### config.mk
export PLATFORM = sky130hd
export DESIGN_NAME = pll_reset_sequencer
export DESIGN_NICKNAME = d
export VERILOG_FILES = /design/src/rtl/pll_reset_sequencer_pkg.sv /design/src/rtl/pll_reset_sequencer_sync2.sv /design/src/rtl/pll_reset_sequencer.sv
export SDC_FILE = /design/constraint.sdc
export NUM_CORES = 1
export LEC_CHECK = 0
export ABC_AREA = 1
export CORE_MARGIN = 4
export CORE_UTILIZATION = 59
export DETAILED_ROUTE_END_ITERATION = 8
export PLACE_DENSITY = 0.79
export SLEW_MARGIN = 20
export SYNTH_ARGS = -nofsm -noshare
export SYNTH_HDL_FRONTEND = slang
export SYNTH_SLANG_ARGS = --single-unit
### constraint.sdc
create_clock -name refclk -period 3.3 [get_ports refclk]
set_input_delay 0.66 -clock refclk [delete_from_list [all_inputs] [get_ports refclk]]
set_output_delay 0.66 -clock refclk [all_outputs]
set_load 0.005 [all_outputs]
### src/rtl/pll_reset_sequencer_pkg.sv
// Shared types and helpers for the PLL reset sequencer: FSM state encoding
// and the sizing function for the shared cycle counter.
package pll_reset_sequencer_pkg;

  typedef enum logic [2:0] {
    ST_PLL_RST   = 3'd0,
    ST_WAIT_LOCK = 3'd1,
    ST_STABLE    = 3'd2,
    ST_RELEASE   = 3'd3,
    ST_RUN       = 3'd4,
    ST_FAIL      = 3'd5
  } seq_state_e;

  localparam int unsigned RETRY_W = 4;

  function automatic int unsigned max2(input int unsigned a, input int unsigned b);
    return (a > b) ? a : b;
  endfunction

  // One spare bit over the largest terminal count keeps every compare wrap-free.
  function automatic int unsigned cnt_width(input int unsigned max_count);
    return $clog2(max_count) + 1;
  endfunction

endpackage

### src/rtl/pll_reset_sequencer_sync2.sv
// Two-flop synchroniser for a single level signal, cleared to 0 by a
// synchronous reset. Also usable by the domain-side reset receivers.
module pll_reset_sequencer_sync2 (
  input  logic clk_i,
  input  logic rst_i,
  input  logic d_i,
  output logic q_o
);

  logic meta_q;
  logic sync_q;

  always_ff @(posedge clk_i) begin
    if (rst_i) begin
      meta_q <= 1'b0;
      sync_q <= 1'b0;
    end else begin
      meta_q <= d_i;
      sync_q <= meta_q;
    end
  end

  assign q_o = sync_q;

endmodule

### src/rtl/pll_reset_sequencer.sv
// PLL bring-up sequencer on the free-running reference clock: pulses the PLL
// reset, qualifies lock, then releases per-domain resets one at a time.
module pll_reset_sequencer
  import pll_reset_sequencer_pkg::*;
#(
  parameter int unsigned NUM_DOMAINS    = 4,
  parameter int unsigned PLL_RST_CYCLES = 16,
  parameter int unsigned LOCK_STABLE    = 1024,
  parameter int unsigned LOCK_TIMEOUT   = 65536,
  parameter int unsigned RELEASE_GAP    = 8,
  parameter int unsigned MAX_RETRIES    = 3
) (
  input  logic                   refclk,
  input  logic                   rst,
  input  logic                   pll_locked,
  input  logic                   soft_req,
  output logic                   pll_rst,
  output logic [NUM_DOMAINS-1:0] domain_rst,
  output logic                   ready,
  output logic                   fail,
  output logic [RETRY_W-1:0]     retry_cnt
);

  localparam int unsigned CNT_MAX = max2(max2(PLL_RST_CYCLES, LOCK_STABLE),
                                         max2(LOCK_TIMEOUT, RELEASE_GAP));
  localparam int unsigned CNT_W   = cnt_width(CNT_MAX);
  localparam int unsigned IDX_W   = (NUM_DOMAINS > 1) ? $clog2(NUM_DOMAINS) : 1;

  localparam logic [CNT_W-1:0]   PRC_LAST = CNT_W'(PLL_RST_CYCLES - 1);
  localparam logic [CNT_W-1:0]   TO_LAST  = CNT_W'(LOCK_TIMEOUT - 1);
  localparam logic [CNT_W-1:0]   LS_LAST  = CNT_W'(LOCK_STABLE - 1);
  localparam logic [CNT_W-1:0]   GAP_LAST = CNT_W'(RELEASE_GAP - 1);
  localparam logic [IDX_W-1:0]   IDX_LAST = IDX_W'(NUM_DOMAINS - 1);
  localparam logic [RETRY_W-1:0] RETRY_LIMIT = RETRY_W'(MAX_RETRIES);

  seq_state_e state_q, state_d;
  logic [CNT_W-1:0]       cnt_q, cnt_d;
  logic [IDX_W-1:0]       idx_q, idx_d;
  logic [RETRY_W-1:0]     retry_q, retry_d;
  logic                   pll_rst_q;
  logic [NUM_DOMAINS-1:0] domain_rst_q, domain_rst_d;
  logic                   ready_q;
  logic                   fail_q;
  logic                   lock_s;

  pll_reset_sequencer_sync2 u_lock_sync (
    .clk_i (refclk),
    .rst_i (rst),
    .d_i   (pll_locked),
    .q_o   (lock_s)
  );

  always_ff @(posedge refclk) begin
    if (rst) begin
      state_q      <= ST_PLL_RST;
      cnt_q        <= '0;
      idx_q        <= '0;
      retry_q      <= '0;
      pll_rst_q    <= 1'b1;
      domain_rst_q <= '1;
      ready_q      <= 1'b0;
      fail_q       <= 1'b0;
    end else begin
      state_q      <= state_d;
      cnt_q        <= cnt_d;
      idx_q        <= idx_d;
      retry_q      <= retry_d;
      pll_rst_q    <= (state_d == ST_PLL_RST);
      domain_rst_q <= domain_rst_d;
      ready_q      <= (state_d == ST_RUN);
      fail_q       <= (state_d == ST_FAIL);
    end
  end

  // Every branch that changes state (or restarts PLL_RST) clears cnt; the
  // default increment only runs while a state is still counting.
  always_comb begin
    state_d = state_q;
    cnt_d   = cnt_q + CNT_W'(1);
    idx_d   = idx_q;
    retry_d = retry_q;
    unique case (state_q)
      ST_PLL_RST: begin
        if (soft_req) begin
          cnt_d = '0;
        end else if (cnt_q == PRC_LAST) begin
          state_d = ST_WAIT_LOCK;
          cnt_d   = '0;
        end
      end
      ST_WAIT_LOCK: begin
        if (soft_req) begin
          state_d = ST_PLL_RST;
          cnt_d   = '0;
        end else if (lock_s) begin
          state_d = ST_STABLE;
          cnt_d   = '0;
        end else if (cnt_q == TO_LAST) begin
          retry_d = (retry_q == '1) ? retry_q : retry_q + RETRY_W'(1);
          state_d = (retry_d == RETRY_LIMIT) ? ST_FAIL : ST_PLL_RST;
          cnt_d   = '0;
        end
      end
      ST_STABLE: begin
        if (soft_req) begin
          state_d = ST_PLL_RST;
          cnt_d   = '0;
        end else if (!lock_s) begin
          state_d = ST_WAIT_LOCK;
          cnt_d   = '0;
        end else if (cnt_q == LS_LAST) begin
          state_d = ST_RELEASE;
          cnt_d   = '0;
          idx_d   = '0;
          retry_d = '0;
        end
      end
      ST_RELEASE: begin
        if (!lock_s || soft_req) begin
          state_d = ST_PLL_RST;
          cnt_d   = '0;
        end else if (idx_q == IDX_LAST) begin
          state_d = ST_RUN;
          cnt_d   = '0;
        end else if (cnt_q == GAP_LAST) begin
          idx_d = idx_q + IDX_W'(1);
          cnt_d = '0;
        end
      end
      ST_RUN: begin
        cnt_d = cnt_q;
        if (!lock_s || soft_req) begin
          state_d = ST_PLL_RST;
          cnt_d   = '0;
        end
      end
      ST_FAIL: begin
        cnt_d = cnt_q;
      end
      default: begin
        state_d = ST_PLL_RST;
        cnt_d   = '0;
      end
    endcase
  end

  // Bit gi is released once the release index has reached it; bit 0 opens on RELEASE entry.
  for (genvar gi = 0; gi < NUM_DOMAINS; gi++) begin : g_dom
    if (gi == 0) begin : g_first
      assign domain_rst_d[gi] = !((state_d == ST_RUN) || (state_d == ST_RELEASE));
    end else begin : g_rest
      assign domain_rst_d[gi] = !((state_d == ST_RUN) ||
                                  ((state_d == ST_RELEASE) && (idx_d >= IDX_W'(gi))));
    end
  end

  assign pll_rst    = pll_rst_q;
  assign domain_rst = domain_rst_q;
  assign ready      = ready_q;
  assign fail       = fail_q;
  assign retry_cnt  = retry_q;

endmodule

After elaboration in Yosys (flattened, before gate mapping) --
Cells that the tools add are included.
Word-level totals: register bits after elaboration 35, latch bits 0, RAM bits 0, memory bits (read-only) 0, input port bits 4, output and inout port bits 11, word-level logic and storage cells 98, memories kept 0
Cells by class: $add $sub $neg 3, multiply operators 0, div/mod/pow operators 0, order comparisons 3, equal/unequal tests 22, shift-type cells 0, multiplexer cells 41, bitwise gates (word level) 1, reduce and logical (&&, ||, !) cells 18
Operators with widths (number):
- two-way mux 17 bit | 12
- case mux 17 bit (6 select lines) | 1
- two-way mux 3 bit | 12
- two-way mux 4 bit | 7
- case mux 3 bit (6 select lines) | 1
- adder 17 x 1 -> 17 bit, second input constant | 1
- equality test 17 x 10 -> 1 bit, second input constant | 1
- equality test 17 x 16 -> 1 bit, second input constant | 1
- equality test 17 x 3 -> 1 bit, second input constant | 1
- equality test 17 x 4 -> 1 bit, second input constant | 1
- equality test 3 bit, second input constant | 4
- two-way mux 2 bit | 6
- inequality test 2 bit, second input constant | 6
- equality test 3 x 2 -> 1 bit, second input constant | 3
- case mux 4 bit (2 select lines) | 1
- AND reduction 7 bit | 1
- logical NOT 3 bit | 2
- logical NOT 1 bit | 5
- logical OR 1 bit | 5
- adder 4 x 1 -> 4 bit, second input constant | 1
- equality test 4 x 2 -> 1 bit, second input constant | 1
- equality test 4 bit, second input constant | 1
- >= comparator 2 bit, second input constant | 2
- case mux 2 bit (2 select lines) | 1
- 9 further kinds | 11

Longest topological paths before layout --
depth after elaboration 12, mapped depth 21, mapped depth without buffers 21

Modules after synthesis --
Synthesis repeated with hierarchy kept, for this count alone.
Unflattened totals: cells, all modules 330, area total of the unflattened synthesis 2204.6 um2
By module, submodules not included:
- pll_reset_sequencer | times used 1, cells each 324, area an instance 2149.6 um2, seq. area each 660.6 um2
- pll_reset_sequencer_sync2 | times used 1, cells each 6, area an instance 55.1 um2, seq. area each 40.0 um2

Worst setup path after synthesis --
No wires, ideal clock.
kind reg-to-reg, from reg cnt_q[0], to reg domain_rst_q[2] (netlist: domain_rst[2]), library setup time 125 ps, arrival time 2220 ps, data required time 3175 ps, path slack 954 ps, cell stages (with the launch flop) 22, path buffers 0, period minus slack after synthesis 2346 ps, cell sequence dfxtp_1 -> ha_1 -> nand2_2 -> inv_2 -> nand2_2 -> nor2_4 -> nand3_1 -> nor2_1 -> nand3_1 -> nor3_1 -> ha_1 -> inv_1 -> nand3_1 -> nand2_1 -> inv_1 -> nand2_1 -> nand2_1 -> nand2_2 -> inv_2 -> nand2_2 -> o21ai_1 -> nand2_1
Between the ends: cells in the longest elaborated chain, start to end 9, elaborated cells between the ends (all ways) 26, those cells by class order compare: 1; eq/ne: 6; mux: 16; reduce/logical: 3
RTL lines:
- from (decl) | line pll_reset_sequencer.sv:37 | logic [CNT_W-1:0] cnt_q, cnt_d;
- from (signal assigned) | line pll_reset_sequencer.sv:65 | cnt_q <= cnt_d;
- equality test 17 x 3 -> 1 bit (tied with other cells) | line pll_reset_sequencer.sv:125 | end else if (cnt_q == GAP_LAST) begin
- two-way mux 2 bit (tied with other cells) | line pll_reset_sequencer.sv:125
- two-way mux 2 bit (tied with other cells) | line pll_reset_sequencer.sv:122 | end else if (idx_q == IDX_LAST) begin
- two-way mux 2 bit (tied with other cells) | line pll_reset_sequencer.sv:119 | if (!lock_s || soft_req) begin
- case mux 2 bit (2 select lines) / case mux 3 bit (6 select lines) (equally long branches) | line pll_reset_sequencer.sv:82 | unique case (state_q)
- >= comparator 2 bit / equality test 3 x 2 -> 1 bit (equally long branches) | line pll_reset_sequencer.sv:153 | ((state_d == ST_RELEASE) && (idx_d >= IDX_W'(gi))));
- logical AND 1 bit | line pll_reset_sequencer.sv:153
- logical OR 1 bit * | line pll_reset_sequencer.sv:152 | assign domain_rst_d[gi] = !((state_d == ST_RUN) ||
- logical NOT 1 bit * | line pll_reset_sequencer.sv:152
- to (signal assigned) | line pll_reset_sequencer.sv:69 | domain_rst_q <= domain_rst_d;
- to (decl) | line pll_reset_sequencer.sv:41 | logic [NUM_DOMAINS-1:0] domain_rst_q, domain_rst_d;
Mark *: on every way between the ends. The rest lies on a longest branch, timed or not. A chain may end at the register's enable or synchronous reset.

Worst setup path after layout --
from reg cnt_q[0], to reg cnt_q[4]
Between the ends: cells in the longest elaborated chain, start to end 5, elaborated cells between the ends (all ways) 17, those cells by class add/sub: 1; eq/ne: 4; mux: 12
RTL lines:
- adder 17 x 1 -> 17 bit (tied with other cells) | line pll_reset_sequencer.sv:79 | cnt_d = cnt_q + CNT_W'(1);
- two-way mux 17 bit (on tied branches) | line pll_reset_sequencer.sv:125, pll_reset_sequencer.sv:98, pll_reset_sequencer.sv:111
- two-way mux 17 bit (on tied branches) | line pll_reset_sequencer.sv:122, pll_reset_sequencer.sv:95, pll_reset_sequencer.sv:108
- two-way mux 17 bit (on tied branches) | line pll_reset_sequencer.sv:119, pll_reset_sequencer.sv:92, pll_reset_sequencer.sv:105
- case mux 17 bit (6 select lines) * | line pll_reset_sequencer.sv:82
Marks and branches as above.

==> flow_summary.ini <==
[clock_network]
ctsResizeCount = 0
ctsHoldBuffers = 0
cts_setup_buffers = 0
cts_made_buffers = 5
clkTransAtPathRegs_ns = 0.07
clk_latency_ns = 0.29
htree_levels = 2
cts_tree = built
cts_buffer_depth = 2
cts_sinks = 35
clock-root-buffer = clkbuf_8

[route]
top_layer_used = met4
wl_met3_um = 323
dr_wl_met2_um = 2340
final_antenna_net_count = 0
wl_um = 4978
via_count = 2162
routedLengthMet1_um = 2218
drc_errors = 0
drtIter0Drc = 175
first_pass_iters = 4
routedWlPerCell_um = 12.23
viasPerCell = 5.312

[synth]
synthXorXnorAreaFrac_pct = 3.523
synth_compound_area_share_pct = 11.07
synth-edff-count = 0
synthAdderAreaFrac_pct = 2.796
synth_mux_area_share_pct = 0
syn_area_per_cell_um2 = 6.522
synth_seq_cells = 35
netlist-cell-type-count = 30
ys.flop_type = dfxtp_1
syn-instance-count = 343
synth-warning-count = 0
synth_nets = 352
synth_top_family_by_area = simple AND/OR/NAND/NOR gates
async_flop_share_pct = 0
yosys.area_share.simple_pct = 40.27
yosysSeqAreaShare_pct = 31.32
synth_area_um2 = 2237

[timing]
final.period_utilization_pct = 82.17
slew_violations = 0
setup_ws_ns = 0.5883
slew_headroom_pct = 68.52
layout_min_cycle_time_ns = 2.712
setup_viol = 0
rsz0062_at_grt = no
tightestPinTransition_ns = 0.4717
hold_violations = 0
whs_ns = 0.4080
tns_ns = 0
fmax_mhz = 368.8
fin_worst_skew_ns = 0.003697

[power]
p_clk_share_pct = 41.0
p_int_uw = 579.8
p_leak_nw = 1.091
p_sw_share_pct = 24.35
p_per_area_nw_per_um2 = 306.9
seqPwrFrac_pct = 55.7
switchingPower_uw = 186.6
combPwrFrac_pct = 3.3
ir_worst_vdd_mv = 0.2523

[layout]
num-fill-cells = 346
drive_gt1_share_pct = 11.14
antenna_cells = 0
multi_input_area_um2 = 1290
design_area_um2 = 2497
regArea_um2 = 700.7
nets = 367
area_delta_synth_final_pct = 11.63

[floorplan]
core_um2 = 3661
placementRows = 22
boundaryPins = 15
die_w_um = 69.58
die_h_um = 69.58
start_util_pct = 61.11
die-area_um2 = 4841

[placed_design]
place_ws_ns = 0.6050
place_area_um2 = 2409
detailed_place_hpwl_um = 3676
portBuffers = 14
gp_congestion = 0.9450

[global_routing]
grt_usage_pct = 21.55
antenna_found_initial = 0
grt_pass1_vias = 2021
grt_overflow_total = 0
grt_max_degree = 21
grt_pass1_wl_um = 8597

[setup_path]
crit_buf_inv = 4
path_delay_family = simple AND/OR/NAND/NOR gates
worstPathMaxFanout = 14
endpoint_kind = register
worstSetupPathType = register to register
arrival_ns = 2.91
worstPathRequired_ns = 3.49
crit_path_start_kind = register
crit_slowest_cell = dfxtp_1
critPathMaxStageDelay_ns = 0.36
path_cells = ha_1 -> nand2_2 -> inv_2 -> nand2_2 -> nor2_4 -> nand3_1 -> nor2_1 -> nand3_1 -> nor3_1 -> ha_1 -> inv_1 -> nand3_1 -> inv_1 -> a21oi_2 -> nand2_2 -> nand3b_1 -> nand2_1 -> nand2_1 -> inv_1
r2r-start = cnt_q[0]
startpoint = cnt_q[0]

[status]
outcome = completed

[hold_path]
min-delay-path-class = register to register
worstHoldStart = u_lock_sync.meta_q

[job]
drv_cap = 0
## cell type report
class | instances | area share [%]
repair buffers | 18 | 6.814
clock buffers | 5 | 2.756
well taps | 48 | 2.405
inverters | 50 | 7.515
flip-flops and latches | 35 | 28.06
clock inverters | 3 | 0.8016
multi-input cells | 248 | 51.65
## worst reg2reg max path, stage by stage (launching register included)
cell	delay, ns
dfxtp_1	0.36
ha_1	0.19
nand2_2	0.08
inv_2	0.08
nand2_2	0.07
nor2_4	0.20
nand3_1	0.09
nor2_1	0.13
nand3_1	0.10
nor3_1	0.23
ha_1	0.22
inv_1	0.05
nand3_1	0.10
inv_1	0.07
a21oi_2	0.13
nand2_2	0.21
nand3b_1	0.16
nand2_1	0.05
nand2_1	0.05
inv_1	0.04
## cells in the mapped netlist, drive strengths merged, types with 3 or more instances
| master | instances | share of area (%) |
|---|---|---|
| xor2 | 8 | 3.1 |
| nor3 | 7 | 2.0 |
| o21ai | 13 | 2.9 |
| inv | 50 | 8.4 |
| dfxtp | 35 | 31 |
| a21oi | 24 | 5.7 |
| ha | 5 | 2.8 |
| buf | 7 | 2.1 |
| a211oi | 3 | 1.0 |
| nor2 | 40 | 8.4 |
| nand3b | 8 | 2.7 |
| clkbuf | 3 | 0.50 |
| nand2 | 85 | 15 |
| nand3 | 41 | 9.6 |
| nand4 | 8 | 2.2 |
## final timing paths
check               endpoint  slack [ns]  cells past startpoint
max                 cnt_q[4]        0.59                     19
min          u_lock_sync.q_o        0.41                      2
max reg2reg         cnt_q[4]        0.59                     19
min reg2reg  u_lock_sync.q_o        0.41                      2
## layer usage
layer  up-vias  track usage [%]
met5         -                0
met1       948            26.09
li1       1134                -
met2        68            36.33
met4         0            9.761
met3        12            4.638
## placed cells by master, fill, tap and decap left out, types with 6 or more instances in the layout
master	synthesis	routed
nand2_1	78	78
inv_1	44	44
nand3_1	39	39
dfxtp_1	35	35
nor2_1	31	31
a21oi_1	22	22
clkdlybuf4s50_1	0	14
o21ai_0	10	10
nand4_1	8	8
xor2_1	8	8
nand3b_1	8	8
nand2_2	7	7
inv_2	6	6
nor2_2	6	6
## through the flow
step	power, mW	util, %	cells
after floorplan	0.4513	-	343
final	0.7664	68.22	407
after global routing	0.7968	68.22	407
after detailed placement	0.4618	65.79	399
after CTS	0.7774	68.22	407
after global placement	0.4616	65.79	399
## power groups by stage
stage / clock network [mW] / registers (mW) / logic (mW)
detailed placement: 0 / 0.437 / 0.0250
finish: 0.314 / 0.427 / 0.0255
global route: 0.342 / 0.427 / 0.0281
floorplan: 0 / 0.436 / 0.0151
global placement: 0 / 0.437 / 0.0251
CTS: 0.325 / 0.427 / 0.0253
## cells by family (layout without fill, tap and decap cells)
family / after synthesis / count (layout)
DFF: 35 / 35
and+or+nand+nor: 190 / 190
buffers and inverters: 60 / 76
AOI/OAI and AO/OA: 44 / 44
xor gates and xnor gates: 9 / 9
adders and majority gates: 5 / 5
## registers in the layout (all words and copies together), names as in the netlist
| register | count |
|---|---|
| cnt_q | 17 |
| domain_rst | 4 |
| retry_cnt | 4 |
| state_q | 3 |
| idx_q | 2 |
| fail | 1 |
| pll_rst | 1 |
| ready | 1 |
| u_lock_sync.meta_q | 1 |
| u_lock_sync.q_o | 1 |
Note: power is estimated with default switching activity, not from simulation.
